$ cat src/rtl/booth_pkg.sv
// Shared types and constants for the Booth multiplier MAC sequencer.
// Optional saturating accumulate is enabled with BOOTH_MAC_SAT_EN.
package booth_pkg;

    localparam int OP_W             = 8;
    localparam int PROD_W           = 16;
    localparam int WAIT_MAX_DEFAULT = 16;

    typedef enum logic [1:0] {
        IDLE  = 2'd0,
        START = 2'd1,
        WAIT  = 2'd2,
        OUT   = 2'd3
    } state_t;

endpackage

$ cat src/rtl/booth_acc_add.sv
// Sign-extends a 16-bit product to ACC_W and adds it to the accumulator.
// With BOOTH_MAC_SAT_EN the sum clips to the signed ACC_W range; ovf flags any signed overflow.
module booth_acc_add
    import booth_pkg::*;
#(
    parameter int ACC_W = 24
)(
    input  logic [ACC_W-1:0]  acc,
    input  logic [PROD_W-1:0] prod,
    output logic [ACC_W-1:0]  sum,
    output logic              ovf
);

    logic [ACC_W-1:0] prod_ext;
    logic [ACC_W:0]   wide_sum;

    assign prod_ext[PROD_W-1:0] = prod;

    genvar gi;
    generate
        for (gi = PROD_W; gi < ACC_W; gi++) begin : g_sext
            assign prod_ext[gi] = prod[PROD_W-1];
        end
    endgenerate

    // One guard bit: overflow shows up as disagreement between the top two bits.
    assign wide_sum = {acc[ACC_W-1], acc} + {prod_ext[ACC_W-1], prod_ext};
    assign ovf      = wide_sum[ACC_W] ^ wide_sum[ACC_W-1];

`ifdef BOOTH_MAC_SAT_EN
    localparam logic [ACC_W-1:0] SAT_MAX = {1'b0, {(ACC_W-1){1'b1}}};
    localparam logic [ACC_W-1:0] SAT_MIN = {1'b1, {(ACC_W-1){1'b0}}};

    always_comb begin
        sum = wide_sum[ACC_W-1:0];
        if (ovf) begin
            sum = wide_sum[ACC_W] ? SAT_MIN : SAT_MAX;
        end
    end
`else
    always_comb begin
        sum = wide_sum[ACC_W-1:0];
    end
`endif

endmodule

$ cat src/rtl/booth_mac_ctrl.sv
// Sequencer for an 8x8 radix-2 Booth multiplier: feeds operand pairs, captures each product
// once, accumulates per packet. Define BOOTH_MAC_SAT_EN for saturating accumulate and out_sat.
module booth_mac_ctrl
    import booth_pkg::*;
#(
    parameter int ACC_W    = 24,
    parameter int CNT_W    = 8,
    parameter int WAIT_MAX = WAIT_MAX_DEFAULT
)(
    input  logic              clk,
    input  logic              rst_n,
    input  logic              in_valid,
    output logic              in_ready,
    input  logic [OP_W-1:0]   in_mc,
    input  logic [OP_W-1:0]   in_mp,
    input  logic              in_last,
    output logic [OP_W-1:0]   mul_mc,
    output logic [OP_W-1:0]   mul_mp,
    output logic              mul_start,
    input  logic              mul_busy,
    input  logic [PROD_W-1:0] mul_prod,
    output logic              out_valid,
    input  logic              out_ready,
    output logic [ACC_W-1:0]  out_acc,
    output logic [CNT_W-1:0]  out_terms,
`ifdef BOOTH_MAC_SAT_EN
    output logic              out_sat,
`endif
    output logic              err_timeout
);

    localparam int WCNT_W = $clog2(WAIT_MAX + 1);

    state_t            state_reg, state_next;
    logic [OP_W-1:0]   mc_reg, mp_reg;
    logic              last_reg;
    logic [WCNT_W-1:0] wait_cnt_reg;
    logic [ACC_W-1:0]  acc_reg;
    logic [ACC_W-1:0]  acc_sum;
    logic [CNT_W-1:0]  terms_reg;
    logic              err_reg;
    logic              do_accept, do_capture, do_timeout, do_release;

`ifdef BOOTH_MAC_SAT_EN
    logic              add_ovf;
    logic              sat_reg;
`else
    logic              add_ovf_unused;
`endif

    booth_acc_add #(
        .ACC_W (ACC_W)
    ) u_acc_add (
        .acc  (acc_reg),
        .prod (mul_prod),
        .sum  (acc_sum),
`ifdef BOOTH_MAC_SAT_EN
        .ovf  (add_ovf)
`else
        .ovf  (add_ovf_unused)
`endif
    );

    // busy is only trusted in WAIT: before the first start the multiplier output is undefined.
    always_comb begin
        state_next = state_reg;
        do_accept  = 1'b0;
        do_capture = 1'b0;
        do_timeout = 1'b0;
        do_release = 1'b0;
        case (state_reg)
            IDLE: begin
                if (in_valid) begin
                    do_accept  = 1'b1;
                    state_next = START;
                end
            end
            START: begin
                state_next = WAIT;
            end
            WAIT: begin
                if (!mul_busy) begin
                    do_capture = 1'b1;
                    state_next = last_reg ? OUT : IDLE;
                end else if (wait_cnt_reg == WCNT_W'(WAIT_MAX - 1)) begin
                    do_timeout = 1'b1;
                    state_next = IDLE;
                end
            end
            OUT: begin
                if (out_ready) begin
                    do_release = 1'b1;
                    state_next = IDLE;
                end
            end
            default: begin
                state_next = IDLE;
            end
        endcase
    end

    always_ff @(posedge clk or negedge rst_n) begin
        if (!rst_n) begin
            state_reg    <= IDLE;
            mc_reg       <= '0;
            mp_reg       <= '0;
            last_reg     <= 1'b0;
            wait_cnt_reg <= '0;
            acc_reg      <= '0;
            terms_reg    <= '0;
            err_reg      <= 1'b0;
`ifdef BOOTH_MAC_SAT_EN
            sat_reg      <= 1'b0;
`endif
        end else begin
            state_reg <= state_next;
            if (do_accept) begin
                mc_reg   <= in_mc;
                mp_reg   <= in_mp;
                last_reg <= in_last;
            end
            if (state_reg == START) begin
                wait_cnt_reg <= '0;
            end else if (state_reg == WAIT) begin
                wait_cnt_reg <= wait_cnt_reg + 1'b1;
            end
            if (do_capture) begin
                acc_reg   <= acc_sum;
                terms_reg <= terms_reg + 1'b1;
            end else if (do_release) begin
                acc_reg   <= '0;
                terms_reg <= '0;
            end
            if (do_timeout) begin
                err_reg <= 1'b1;
            end
`ifdef BOOTH_MAC_SAT_EN
            if (do_capture && add_ovf) begin
                sat_reg <= 1'b1;
            end else if (do_release) begin
                sat_reg <= 1'b0;
            end
`endif
        end
    end

    assign in_ready    = (state_reg == IDLE);
    assign mul_start   = (state_reg == START);
    assign out_valid   = (state_reg == OUT);
    assign mul_mc      = mc_reg;
    assign mul_mp      = mp_reg;
    assign out_acc     = acc_reg;
    assign out_terms   = terms_reg;
    assign err_timeout = err_reg;
`ifdef BOOTH_MAC_SAT_EN
    assign out_sat     = sat_reg;
`endif

endmodule

$ cat config.mk
export PLATFORM = sky130hd
export DESIGN_NAME = booth_mac_ctrl
export DESIGN_NICKNAME = d
export VERILOG_FILES = /design/src/rtl/booth_pkg.sv /design/src/rtl/booth_acc_add.sv /design/src/rtl/booth_mac_ctrl.sv
export SDC_FILE = /design/constraint.sdc
export NUM_CORES = 1
export LEC_CHECK = 0
export BUFFER_PORTS_ARGS = -buffer_cell sky130_fd_sc_hd__buf_2
export CAP_MARGIN = 20
export CELL_PAD_IN_SITES_DETAIL_PLACEMENT = 1
export CELL_PAD_IN_SITES_GLOBAL_PLACEMENT = 2
export CORE_ASPECT_RATIO = 1.5
export CORE_MARGIN = 1
export CORE_UTILIZATION = 34
export DETAILED_ROUTE_END_ITERATION = 10
export PLACE_DENSITY = 0.88
export SYNTH_ARGS = -nofsm -noshare
export SYNTH_HDL_FRONTEND = slang
export SYNTH_HIERARCHICAL = 1
export SYNTH_SLANG_ARGS = --single-unit
$ cat constraint.sdc
create_clock -name clk -period 3.6 [get_ports clk]
set_input_delay 1.08 -clock clk [delete_from_list [all_inputs] [get_ports clk]]
set_output_delay 1.08 -clock clk [all_outputs]
set_load 0.02 [all_outputs]
# [Word level (Yosys, flattened, before mapping)]
# Index checks and enable logic that the tools add are counted.
[word_totals] latch_bits=0 n_memories=0 romBits=0 wordCells=43 ff_bits=57 mem_bits_rw=0 out_inout_bits=52 inputBits=38
[classes] shifts=0 div_mod_pow=0 eq_ne=7 magnitude_cmp=0 muxes=21 mul=0 n_reduce_logical=4 addsub=3 n_bitwise=0
[ops] cell="$mux W24" count=2
[ops] cell="$add A24 B16 Y24" count=1
[ops] cell="$mux W8" count=2
[ops] cell="$mux W2" count=5
[ops] cell="$mux W5" count=2
[ops] cell="$mux W1" count=9
[ops] cell="$add A8 B1 Y8 const B" count=1
[ops] cell="$pmux W2 S4" count=1
[ops] cell="$add A5 B1 Y5 const B" count=1
[ops] cell="$eq A5 B4 Y1 const B" count=1
[ops] cell="$eq A2 B2 Y1 const B" count=2
[ops] cell="$reduce_bool A2 Y1" count=2
[ops] cell="$ne A3 B3 Y1 const B" count=1
[ops] cell="$reduce_and A3 Y1" count=1
[ops] cell="$eq A2 B1 Y1 const B" count=1
[ops] cell="$logic_not A2 Y1" count=1
[ops] cell="$ne A2 B1 Y1 const B" count=1
[ops] cell="$ne A2 B2 Y1 const B" count=1

# [Depth between registers and ports, before layout]
[logic_depth] ltp_word=4 ltp_mapped=10 mapped_depth_nobuf=10

# [Modules after synthesis]
# Netlist, hierarchy kept.
[modules_own_cells] mod="booth_mac_ctrl" seq_area_each_um2=1426.4 cells_each=177 n_inst=1 area_each_um2=2393.5
[modules_own_cells] mod="booth_acc_add" seq_area_each_um2=0.0 cells_each=151 n_inst=1 area_each_um2=1158.6

# [Worst setup path before layout]
# No wires, ideal clock.
[synth_timing] path_kind="input -> register" start="in mul_prod[0]" end="reg acc_reg[18], in the netlist out_acc[18]" setup_time_ps=121 t_arrival_ps=3606 path_buffers=0 required_ps=3479 stages=10 setup_slack_ps=-127 cell_sequence="ha_1 fa_1 a211o_1 a2111oi_4 o31ai_1 o31a_1 a2111oi_2 nor3_1 xor2_1 a22o_1"
[synth_via] elab_chain_len=2
[synth_lines] element="start, declared" line="booth_mac_ctrl.sv:21" source="input logic [PROD_W-1:0] mul_prod,"
[synth_lines] element="$add A24 B16 Y24" line="booth_acc_add.sv:27" source="assign wide_sum = {acc[ACC_W-1], acc} + {prod_ext[ACC_W-1], prod_ext};"
[synth_lines] element="net acc_sum[18]" line="booth_mac_ctrl.sv:39" source="logic [ACC_W-1:0] acc_sum;"
[synth_lines] element="$mux W24" line="booth_mac_ctrl.sv:127" source="if (do_capture) begin"
[synth_lines] element="end signal, assigned" line="booth_mac_ctrl.sv:128" source="acc_reg <= acc_sum;"
[synth_lines] element="end, declared" line="booth_mac_ctrl.sv:38" source="logic [ACC_W-1:0] acc_reg;"
# The timed path passes the listed nets, and every way through them passes these cells.
# A chain may end at the register's enable or synchronous reset.

# [Worst setup path after layout]
# Ends and elaborated chain as after synthesis.

==> reports/results.ini <==
[run_status]
status = finished, final reports clean

[drt]
vias = 3014
ant_nets = 0
via_per_inst = 5.510
drtIter0Drc = 77
finalWirelength_um = 9486
dr.pass1.iters = 4
wl_per_cell_um = 17.34
route.detailed.drc = 0

[final_layout]
regArea_mm2 = 0.001426
largest_reg_flops = 24
num-nets-final = 496
fin_util_pct = 44.15
final_area_mm2 = 0.004449
layout_commonest_cell = buf_2
multi_input_area_mm2 = 0.002006
drive_gt1_share_pct = 33.02
fillerInstances = 1147
antennaDiodeCount = 0
layout_common_cells = 89 x buf_2, 57 x dfrtp_1, 32 x ha_1, 25 x a22o_1, 21 x a21oi_1
area_delta_synth_final_pct = 26.23

[placed_design]
gp_congestion = 0.7630
place_area_mm2 = 0.004129
port_buffers = 89
hpwl_um = 6970

[grt]
grt-ovfl-total = 0
grt_first_pass_wirelength_um = 16080
grt_max_degree = 40
track_usage_pct = 19.08
antenna_found_initial = 0
first_global_vias = 3337

[power]
ir_drop_mv = 0.2314
leakage_nw = 2.302
p_per_area_mw_per_mm2 = 955.9

[setup_path]
critical_path_arrival_ns = 3.60
cp_max_fo = 2
rr_endpoint = out_acc[18]
path_delay_family = compound AO/OA/AOI/OAI gates
rrSetupSlack_ns = 0.64
path_cells = buf_2, ha_1, fa_2, a211o_1, a2111oi_4, o31ai_2, o31a_1, a2111oi_2, nor3_1, xor2_1, a22o_1
cp-end-kind = flop
critPathBufInv = 1
r2r_cells = 10
worstSetupPathType = input pin to flop
worstSetupStartpointType = input pin
slowest_delay_ns = 0.36
cp_slowest_cell = a2111oi_2
rr_startpoint = out_acc[0]
required_ns = 3.81
worstSetupPathDepth = 11
crit_path_start = mul_prod[0]

[logic_synthesis]
syn_nets = 395
syn_area_mm2 = 0.003525
avgSynthCellArea_um2 = 10.88
synthCells = 324
synth-warning-count = 6

[clocking]
htree_levels = 3
clock_tree.buffer_depth = 2
clkTransAtPathRegs_ns = 0.06
clk_latency_ns = 0.33
cts_resized = 0
cts_buffers = 9
postCtsSetupBuffers = 0
cts.sinks = 57
clockRootBuffer = clkbuf_16
cts_tree = built
cts-hold-fix-buffers = 0

[floorplanning]
coreArea_mm2 = 0.01008
rows = 45
die_w_um = 85.13
io_pins = 90
initial_utilization_pct = 34.97
floorplan.die.height_um = 126.7
die-area_mm2 = 0.01079

[min_path]
hold_depth = 1
min_to = out_terms[7]
hold_path.class = flop to flop
worstHoldStart = out_terms[7]

[job]
maxCapViolations = 0

[timing]
fin_hold_ws_ns = 0.4684
clock_skew_ns = 0.006168
period_share_pct = 94.08
drv_slew = 0
rsz0062_at_grt = no
timing.setup.tns_ns = 0
finalHoldViolCount = 0
fmax_mhz = 295.3
fin_crit_ns = 3.387
slew_headroom_pct = 49.42
worstMarginPinSlew_ns = 0.7570
setup_viol = 0

## worst reg2reg max path: cells and delay by family (launching register included)
family | cells | cell delay, ns
compound gates | 6 | 1.60
xor+xnor | 1 | 0.15
fa+ha+maj | 2 | 0.60
flops | 1 | 0.39
simple gates | 1 | 0.11
## per-layer routing
layer	vias up	global-route usage, %	wire length, um
li1	1424	-	-
met5	-	0	0
met3	21	2.407	201
met1	1518	20.72	3713
met2	51	35.44	5269
met4	0	10.27	301
## power by group
group | leakage, nW | internal, W | switching (W)
logic | 1.43 | 0.000956 | 0.00127
clock network | 0.155 | 0.000605 | 0.000312
registers | 0.716 | 0.000909 | 0.000198
total | 2.30 | 0.00247 | 0.00178
## cell type report
type                       count  area share (%)
multi-input combinational    250           45.08
tap                          117           3.290
sequential                    57           32.06
clock buffer                   9           5.062
clock inverter                 7           2.137
timing repair buffer          99           11.70
inverter                       8          0.6749
## worst max path at each step
stage | end | slack [ns]
finish | out_acc[18] | 0.21
global route | out_acc[21] | 0.04
CTS | out_acc[18] | 0.19
detailed placement | out_acc[18] | -0.15
global placement | out_acc[18] | -0.12
floorplan | out_acc[18] | 0.02
## metrics by stage
step | setup WS (ns) | total power, W | instances
2_1_floorplan | 0.01990 | 0.002718 | 324
3_3_place_gp | -0.1174 | 0.003261 | 531
3_5_place_dp | -0.1471 | 0.003348 | 531
4_1_cts | 0.1943 | 0.004307 | 547
5_1_grt | 0.04064 | 0.004565 | 547
6_report | 0.2131 | 0.004253 | 547
No activity file was read; power rests on OpenSTA's default activity.
